File: src/rtl/lifo_pkg.sv
// rtl/lifo_pkg.sv - shared constants and helpers for the lifo_ext stack
//
// Contents:
//   LIFO_DEFAULT_*     default parameter values for lifo_ext
//   lifo_count_width() width of a counter able to hold 0..depth inclusive
package lifo_pkg;

  localparam int LIFO_DEFAULT_DEPTH      = 12;
  localparam int LIFO_DEFAULT_DATA_WIDTH = 8;
  localparam int LIFO_DEFAULT_AF_MARGIN  = 2;
  localparam int LIFO_DEFAULT_AE_MARGIN  = 2;

  // The occupancy counter must represent DEPTH itself (full), hence depth+1.
  function automatic int lifo_count_width(input int depth);
    return $clog2(depth + 1);
  endfunction

endpackage

File: src/rtl/lifo_mem.sv
// rtl/lifo_mem.sv - DEPTH x DATA_WIDTH register file, 1 sync write, 2 async reads
//
// Ports:
//   clk        write clock
//   wr_en      write strobe; wr_data is stored at wr_addr on the rising edge
//   wr_addr    write address
//   wr_data    write data
//   pop_addr   read address for the pop path
//   pop_data   combinational read data at pop_addr
//   peek_addr  read address for the top-of-stack peek
//   peek_data  combinational read data at peek_addr
module lifo_mem #(
  parameter int DEPTH      = 12,
  parameter int DATA_WIDTH = 8,
  parameter int ADDR_WIDTH = $clog2(DEPTH)
) (
  input  logic                  clk,
  input  logic                  wr_en,
  input  logic [ADDR_WIDTH-1:0] wr_addr,
  input  logic [DATA_WIDTH-1:0] wr_data,
  input  logic [ADDR_WIDTH-1:0] pop_addr,
  output logic [DATA_WIDTH-1:0] pop_data,
  input  logic [ADDR_WIDTH-1:0] peek_addr,
  output logic [DATA_WIDTH-1:0] peek_data
);

  // Storage is deliberately not reset; the stack controller never exposes
  // an entry that has not been written since the last reset or flush.
  logic [DATA_WIDTH-1:0] mem [DEPTH];

  always_ff @(posedge clk) begin
    if (wr_en) begin
      mem[wr_addr] <= wr_data;
    end
  end

  assign pop_data  = mem[pop_addr];
  assign peek_data = mem[peek_addr];

endmodule

File: src/rtl/lifo_ext.sv
// rtl/lifo_ext.sv - LIFO stack with registered pop, peek, flush and sticky errors
//
// Ports:
//   clk            single clock, rising edge
//   rst            synchronous active-high reset
//   data_wr        push data
//   wr_en          push request
//   rd_en          pop request (wr_en and rd_en together = bypass)
//   flush          empty the stack and clear the sticky flags
//   data_rd        registered pop/bypass data
//   data_rd_valid  data_rd was updated by the previous cycle's request
//   top            combinational peek of the top entry, zero when empty
//   count          number of occupied entries
//   lifo_full      count == DEPTH
//   lifo_empty     count == 0
//   almost_full    count >= DEPTH-AF_MARGIN
//   almost_empty   count <= AE_MARGIN
//   overflow       sticky: a push was dropped while full
//   underflow      sticky: a pop was attempted while empty
module lifo_ext
  import lifo_pkg::*;
#(
  parameter int DEPTH      = LIFO_DEFAULT_DEPTH,
  parameter int DATA_WIDTH = LIFO_DEFAULT_DATA_WIDTH,
  parameter int AF_MARGIN  = LIFO_DEFAULT_AF_MARGIN,
  parameter int AE_MARGIN  = LIFO_DEFAULT_AE_MARGIN
) (
  input  logic                               clk,
  input  logic                               rst,
  input  logic [DATA_WIDTH-1:0]              data_wr,
  input  logic                               wr_en,
  input  logic                               rd_en,
  input  logic                               flush,
  output logic [DATA_WIDTH-1:0]              data_rd,
  output logic                               data_rd_valid,
  output logic [DATA_WIDTH-1:0]              top,
  output logic [lifo_count_width(DEPTH)-1:0] count,
  output logic                               lifo_full,
  output logic                               lifo_empty,
  output logic                               almost_full,
  output logic                               almost_empty,
  output logic                               overflow,
  output logic                               underflow
);

  localparam int CW = lifo_count_width(DEPTH);
  localparam int AW = $clog2(DEPTH);

  // Parameter sanity: a one-entry stack and margins that swallow the whole
  // depth make the status flags meaningless.
  if (DEPTH < 2) begin : g_bad_depth
    $error("lifo_ext: DEPTH must be 2 or more");
  end
  if (AF_MARGIN >= DEPTH) begin : g_bad_af
    $error("lifo_ext: AF_MARGIN must be less than DEPTH");
  end
  if (AE_MARGIN >= DEPTH) begin : g_bad_ae
    $error("lifo_ext: AE_MARGIN must be less than DEPTH");
  end

  localparam logic [CW-1:0] FULL_LEVEL = CW'(DEPTH);
  localparam logic [CW-1:0] AF_LEVEL   = CW'(DEPTH - AF_MARGIN);
  localparam logic [CW-1:0] AE_LEVEL   = CW'(AE_MARGIN);
  localparam logic [CW-1:0] CNT_ONE    = CW'(1);

  // Status flags come from the registered count only, never from requests.
  assign lifo_full    = (count == FULL_LEVEL);
  assign lifo_empty   = (count == '0);
  assign almost_full  = (count >= AF_LEVEL);
  assign almost_empty = (count <= AE_LEVEL);

  // count is the next free slot; count-1 is the top entry. When empty the
  // wrapped address is never used because top is forced to zero and pops
  // are refused.
  logic [CW-1:0]         cnt_m1;
  logic [AW-1:0]         wr_addr;
  logic [AW-1:0]         top_addr;
  logic [DATA_WIDTH-1:0] pop_data;
  logic [DATA_WIDTH-1:0] peek_data;
  logic                  push_ok;

  assign cnt_m1   = count - CNT_ONE;
  assign wr_addr  = count[AW-1:0];
  assign top_addr = cnt_m1[AW-1:0];

  // Reset and flush both outrank a push, so the memory never sees a write
  // the counter does not account for.
  assign push_ok = !rst && !flush && wr_en && !rd_en && !lifo_full;

  lifo_mem #(
    .DEPTH      (DEPTH),
    .DATA_WIDTH (DATA_WIDTH),
    .ADDR_WIDTH (AW)
  ) u_mem (
    .clk       (clk),
    .wr_en     (push_ok),
    .wr_addr   (wr_addr),
    .wr_data   (data_wr),
    .pop_addr  (top_addr),
    .pop_data  (pop_data),
    .peek_addr (top_addr),
    .peek_data (peek_data)
  );

  assign top = lifo_empty ? '0 : peek_data;

  always_ff @(posedge clk) begin
    if (rst) begin
      count         <= '0;
      data_rd       <= '0;
      data_rd_valid <= 1'b0;
      overflow      <= 1'b0;
      underflow     <= 1'b0;
    end else if (flush) begin
      // data_rd deliberately keeps its last value; only validity drops.
      count         <= '0;
      data_rd_valid <= 1'b0;
      overflow      <= 1'b0;
      underflow     <= 1'b0;
    end else begin
      unique case ({wr_en, rd_en})
        2'b11: begin
          // Bypass: the pushed word is handed straight back, stack untouched.
          data_rd       <= data_wr;
          data_rd_valid <= 1'b1;
        end
        2'b10: begin
          data_rd_valid <= 1'b0;
          if (lifo_full) begin
            overflow <= 1'b1;
          end else begin
            count <= count + CNT_ONE;
          end
        end
        2'b01: begin
          if (lifo_empty) begin
            underflow     <= 1'b1;
            data_rd_valid <= 1'b0;
          end else begin
            data_rd       <= pop_data;
            data_rd_valid <= 1'b1;
            count         <= cnt_m1;
          end
        end
        default: begin
          data_rd_valid <= 1'b0;
        end
      endcase
    end
  end

endmodule

File: config.mk
export PLATFORM = sky130hd
export DESIGN_NAME = lifo_ext
export DESIGN_NICKNAME = d
export VERILOG_FILES = /design/src/rtl/lifo_pkg.sv /design/src/rtl/lifo_mem.sv /design/src/rtl/lifo_ext.sv
export SDC_FILE = /design/constraint.sdc
export NUM_CORES = 1
export LEC_CHECK = 0
export CAP_MARGIN = 40
export CORE_ASPECT_RATIO = 1.5
export CORE_UTILIZATION = 34
export DETAILED_ROUTE_END_ITERATION = 10
export GPL_TIMING_DRIVEN = 0
export PLACE_DENSITY_LB_ADDON = 0.15
export SETUP_SLACK_MARGIN = 0.2
export SLEW_MARGIN = 20
export SYNTH_ARGS = -nofsm -noshare
export SYNTH_HDL_FRONTEND = slang
export SYNTH_SLANG_ARGS = --single-unit
File: constraint.sdc
create_clock -name clk -period 6.7 [get_ports clk]
set_input_delay 0.67 -clock clk [delete_from_list [all_inputs] [get_ports clk]]
set_output_delay 0.67 -clock clk [all_outputs]
set_load 0.01 [all_outputs]
==> results.md, run 1 <==
- Post-route antenna net violation count: 0
- Status: finished, final reports clean
- Setup TNS Final: 0 ns
- Largest area contributor in the netlist: edfxtp_1
- Io pins: 40
- Required @ worst endpoint: ~6 ns
- WL per Instance: 21.0 µm
- Syn Inst Count: about 250
- Clock buffer depth: 2
- Die height: 144 µm
- Post-place setup slack: 1.90 ns
- Max incr delay on CP: between 0.5 and 0.6 ns
- Worst-path clk slew: about 0.08 ns
- Drt first pass iters: 4
- CTS sink count: 111
- Final wirelength: 9830 µm
- Hold Crit Class: reg -> reg
- Async SR Flop Fraction: 0
- Synth warnings: 0
- Critical Path Source: count[0]$_SDFFE_PP0P_
- Max FO, Critical Path: 10
- Post-cts resize count: 0
- Synth cell count leaders: 96 x edfxtp_1, 16 x nor2_1, 15 x dfxtp_1
- HPWL after DPL: 6810 µm
- Fmax achieved: a little under 200 MHz
- Most common cell in the synthesized netlist: edfxtp_1
- Die Area: 0.0138 mm²
- Met2 Track Usage GR: 0.268
- CP delay by family, top: buffers and inverters
- Overall Global Routing Usage: 0.156
- Die W: 96.4 µm
- Most used cell, CP: buf_2
- First DRT Iteration DRCs: 126
- Average size of a mapped cell: 18.0 µm²
- WP data arrival: 4.37 ns
- VDD IR max: 0.110 mV
- FP Rows: 51
- Worst r2r dst: data_rd[0]$_SDFFE_PP0P_
- Top Usage Layer GRT: met2
- CP Depth: 11
- Core Area: 0.0130 mm²
- Layout cell share with drive strength beyond 1: 0.155
- End of the critical path: top[1]
- P per Cell Area: 266 mW/mm²
- Slowest stage cell, crit path: mux4_1
- Total placed cells including tap cells: 453
- Buffers and inverters on the worst path: 5
- Cts hold-fix bufs: 0
- First-pass GRT wire length: 14,800 µm
- M1 GR Usage: 0.186
- CP cell instances: buf_2 -> buf_2 -> inv_2 -> ha_1 -> xor2_2 -> buf_6 -> mux4_1 -> mux2_2 -> mux2i_1 -> nor2_1 -> clkdlybuf4s50_1
- Yosys top cell area share: 0.635
- Final Instance Area: approximately 0.0055 mm²
- Placed inst area: 0.00515 mm²
- Slew HR: 0.499
- Vias in the first global route: 2,478
- CTS H-tree lvls: 3
- Critical path launch point type: register
- Grt met3 use: 0.0323
- Finished Core Util: 0.421
- Total clock buffers created by CTS: 9
- Clock Latency Late Sink: 0.35 ns
- Worst R2R Setup Slack: 3.03 ns
- Synth Register Bits: 111
- Worst-margin pin slew: roughly 0.75 ns
- Starting Density: 0.349
- Ant diodes: 0
- Final setup fails: 0
- Setup ws final: 1.66 ns
- Filler Cell Count: between 1,000 and 1,500
- Pins Over Slew Limit: 0
- Number of max-cap violations: 0
- Worst setup EP type: primary output
- Clock Skew: 0.00490 ns
- Port Buffers: 39
- Final non-filler cell total: 469
- Launching point of the worst reg2reg path: count[0]$_SDFFE_PP0P_
- Sequential area share after synthesis: 0.701
- Largest net degree at the start of global routing: 20
- Tmin final: 5.04 ns
- Worst R2R Path Depth: 10
- Total grt overflow: 0
- RSZ-0062 raised after global routing: false
- Static Leak: between 1.5 and 2 nW
- Syn Nets: 270
- Synth Flop Type: edfxtp_1
- Register Area: 0.00318 mm²
- Post-Syn Area: about 0.0045 mm²
- Via count: 2,423
- Fin nets: 322
- Number of enable flip-flop cells after synthesis: 96
- Top cells by area, synth: edfxtp_1 63%, mux4_2 6.9%, dfxtp_1 6.6%, mux4_1 5.8%, mux2i_1 1.8%
- Post-CTS setup buffer count: 0
- Area growth, synth to finish: 20.6%
- Final worst-path cycle share: 0.753
- CP Class: reg -> out
- Antenna violations before repair: 0
- Root buf cell: clkbuf_16
- Residual DRC: 0
- Final hold viol count: 0
- Yosys cell types: between 40 and 50
- Final GP Congestion: 0.764
- Multi-input gate area: 0.00128 mm²
- Drt via density: 5.17
- CTS tree: done
## area by class of cell
class / count / share of cell area
clock inverters: 7 / 0.0192
inverters: 5 / 0.00343
flip-flops and latches: 111 / 0.581
multi-input cells: 125 / 0.234
clock buffers: 9 / 0.0411
repair buffers: 41 / 0.0740
well taps: 159 / 0.0363
plain buffers: 12 / 0.0105
## routing by layer
metal / part of all wire / wire length [µm]
met5: 0 / 0
met4: 0.024 / 237
met3: 0.032 / 317
met2: 0.53 / 5230
met1: 0.41 / 4040
## cells in the final DEF, fill, tap and decap left out, drive strengths merged, types with 4 or more instances in the layout
| master | Yosys | layout |
|---|---|---|
| inv | 5 | 7 |
| dfxtp | 15 | 15 |
| o21ai | 9 | 9 |
| clkdlybuf4s50 | 0 | 39 |
| edfxtp | 96 | 96 |
| mux2i | 8 | 8 |
| a22oi | 9 | 9 |
| mux2 | 7 | 7 |
| buf | 7 | 9 |
| mux4 | 24 | 24 |
| and2 | 12 | 12 |
| nor2 | 16 | 16 |
| ha | 4 | 4 |
| clkbuf | 5 | 14 |
## power breakdown
group          total, W  internal, W  switching [W]
combinational  0.000114    0.0000546      0.0000596
sequential     0.000756     0.000754     0.00000288
clock          0.000588     0.000333       0.000255
## worst min-delay path: stages, from the launching register on
cell	delay, ns
dfxtp_1	0.34
a21oi_1	0.04
nor2_1	0.07
## cells by family after synthesis
| logic type | count (synthesis) | synth area share |
|---|---|---|
| simple gates | 47 | 0.0554 |
| flops | 111 | 0.701 |
| xor+xnor | 4 | 0.00937 |
| buf+inv | 17 | 0.0168 |
| fa+ha+maj | 4 | 0.0110 |
| mux | 39 | 0.162 |
| compound gates | 31 | 0.0446 |
## stage by stage
| stage | hold WS [ns] | total power [W] |
|---|---|---|
| 2_1_floorplan | 0.502 | 0.000836 |
| 3_3_place_gp | 0.446 | 0.000887 |
| 3_5_place_dp | 0.457 | 0.000888 |
| 4_1_cts | 0.477 | 0.00148 |
| 5_1_grt | 0.500 | 0.00151 |
| 6_report | 0.478 | 0.00146 |
## state kept, by name, summed over array words and instances (netlist names)
signal	count
count	4
data_rd	8
data_rd_valid	1
overflow	1
u_mem.mem	96
underflow	1
## how the worst min path moves through the flow
stage                      startpoint                      to  slack, ns  depth (start not counted)
6_report        overflow$_SDFFE_PP0P_   overflow$_SDFFE_PP0P_       0.48                          2
5_1_grt         overflow$_SDFFE_PP0P_   overflow$_SDFFE_PP0P_       0.50                          2
4_1_cts         overflow$_SDFFE_PP0P_   overflow$_SDFFE_PP0P_       0.48                          2
3_5_place_dp    overflow$_SDFFE_PP0P_   overflow$_SDFFE_PP0P_       0.46                          2
3_3_place_gp    overflow$_SDFFE_PP0P_   overflow$_SDFFE_PP0P_       0.45                          2
2_1_floorplan  underflow$_SDFFE_PP0P_  underflow$_SDFFE_PP0P_       0.50                          2
Note: power is estimated with default switching activity, not from simulation.
==> inputs of run 2 (changes only) <==
clock period = 4.44 ns   (was 6.7 ns; I/O delays follow)
==> run 2 against run 1 <==
Non-clock buffer count up 1. Worst setup slack got worse by 1.2 ns. Routed wire length grew 0.61%. Clock skew about the same. Critical path type unchanged. Critical path depth is the same. Via count is 0.70% higher. First-iteration DRC count is 2.4% lower. Flip-flop and latch count stayed put. Final cell count rose by 0.21%. Hold slack lost 0.0016 ns. Power increased by 51%. Combinational power grew 57%.
==> results.md, run 2 (synthesized netlist as in run 1, its figures left out) <==
- Vias in the first global route: ~2,500
- P per Cell Area: 399 mW/mm²
- Final GP Congestion: ~0.76
- Die W: 96.4 µm
- Layout cell share with drive strength beyond 1: 0.174
- Cts hold-fix bufs: 0
- Largest net degree at the start of global routing: 20
- Worst-margin pin slew: 0.675 ns
- Final non-filler cell total: 470
- Worst setup EP type: primary output
- Clock Skew: between 0.004 and 0.005 ns
- Clock Latency Late Sink: approximately 0.35 ns
- RSZ-0062 raised after global routing: false
- Fmax achieved: 252 MHz
- Slew HR: 0.550
- Final setup fails: 0
- Tot Pwr: approximately 0.0022 W
- HPWL after DPL: 6810 µm
- CTS H-tree lvls: 3
- CTS tree: done
- Largest register FFs: 96
- Overall Global Routing Usage: 0.157
- Ant diodes: 0
- Drt via density: 5.19
- WL per Instance: 21.0 µm
- WP data arrival: 3.53 ns
- Final wirelength: 9890 µm
- Critical path launch point type: register
- Tmin final: between 3 and 4 ns
- Static Leak: 1.81 nW
- Setup TNS Final: 0 ns
- Pins Over Slew Limit: 0
- Antenna violations before repair: 0
- Root buf cell: clkbuf_16
- CP Class: reg -> out
- Max FO, Critical Path: 10
- Total grt overflow: 0
- Die Area: approximately 0.014 mm²
- Number of max-cap violations: 0
- FP Rows: a little over 50
- Worst-path clk slew: 0.07 ns
- Clock buffer depth: 2
- Required @ worst endpoint: 4.00 ns
- Residual DRC: 0
- Top reg by flops: u_mem.mem
- Drt first pass iters: 4
- Commonest non-fill, non-tap cell in the layout: edfxtp_1
- Total placed cells including tap cells: ~450
- Status: finished, final reports clean
- Core Area: 0.0130 mm²
- Fin nets: around 320
- Post-route antenna net violation count: 0
- Port Buffers: 39
- Hold Crit Class: reg -> reg
- First DRT Iteration DRCs: approximately 120
- Most frequent cells in the layout: 96 x edfxtp_1, 39 x clkdlybuf4s50_1, 16 x nor2_1, 14 x mux4_2, 14 x dfxtp_1
- Area growth, synth to finish: 21.6%
- First-pass GRT wire length: 14,800 µm
- Die height: 144 µm
- Via count: 2,440
- Final hold viol count: 0
- Final worst-path cycle share: 0.895
- Io pins: 40
- CTS sink count: 111
- Total clock buffers created by CTS: 9
- Starting Density: 0.349
- VDD IR max: 0.165 mV
- Largest registers: u_mem.mem: 96 flops, data_rd: 8 flops, count: 4 flops
## run 2: changes by cell type in the layout (fill, tap and decap cells not counted), sizes merged
cell / previous run / this run
buf: 9 / 10
## run 2: worst max-delay path, cell delays in order (launching register included)
cell and delay, ns:
dfxtp_2 0.38, buf_4 0.19, buf_4 0.24, inv_4 0.12
ha_4 0.22, xor2_4 0.16, buf_6 0.20, mux4_1 0.57
mux2_2 0.29, mux2i_1 0.21, nor2_1 0.06, clkdlybuf4s50_1 0.51
## run 2: per-stage QoR
step / hold WS [ns] / area [µm²] / util / worst slack, ns
3_5_place_dp: 0.457 / 5150 / 0.395 / -0.129
6_report: 0.476 / 5530 / 0.425 / 0.468
2_1_floorplan: 0.502 / 4540 / - / 1.08
5_1_grt: 0.500 / 5530 / 0.425 / 0.253
4_1_cts: 0.477 / 5510 / 0.423 / 0.204
3_3_place_gp: 0.446 / 5130 / 0.394 / -0.128
## run 2: path summary, 6_finish.rpt
check | to | slack (ns) | cells after the start | from
setup / recovery | top[1] | 0.47 | 11 | count[0]$_SDFFE_PP0P_
hold / removal | overflow$_SDFFE_PP0P_ | 0.48 | 2 | overflow$_SDFFE_PP0P_
setup reg to reg | data_rd[6]$_SDFFE_PP0P_ | 1.61 | 10 | count[0]$_SDFFE_PP0P_
hold reg to reg | overflow$_SDFFE_PP0P_ | 0.48 | 2 | overflow$_SDFFE_PP0P_
## run 2: area by class of cell
cell class	count	area, µm²
fill	1179	7490
sequential	111	3180
multi-input combinational	125	1310
timing repair buffer	42	413
clock buffer	9	225
tap	159	199
clock inverter	7	105
buffer	12	71.3
inverter	5	21.3
## run 2: power breakdown
part	internal [W]	total, W	switching [W]
Sequential	0.00114	0.00114	0.00000438
Combinational	0.0000866	0.000179	0.0000923
Clock	0.000502	0.000884	0.000381
Total	0.00173	0.00220	0.000478
## run 2: what timing repair did
| action | 4_1_cts | 5_1_grt |
|---|---|---|
| endpoints found under the setup margin | 8 | 8 |
| buffers inserted | 1 | 0 |
| gates resized for setup | 9 | 4 |
## run 2: metal layers
layer / track usage / up-vias / wire (µm)
met2: 0.267 / 57 / 5260
li1: - / 1119 / -
met3: 0.0333 / 16 / 318
met4: 0.0728 / 0 / 250
met5: 0 / - / 0
met1: 0.186 / 1248 / 4060
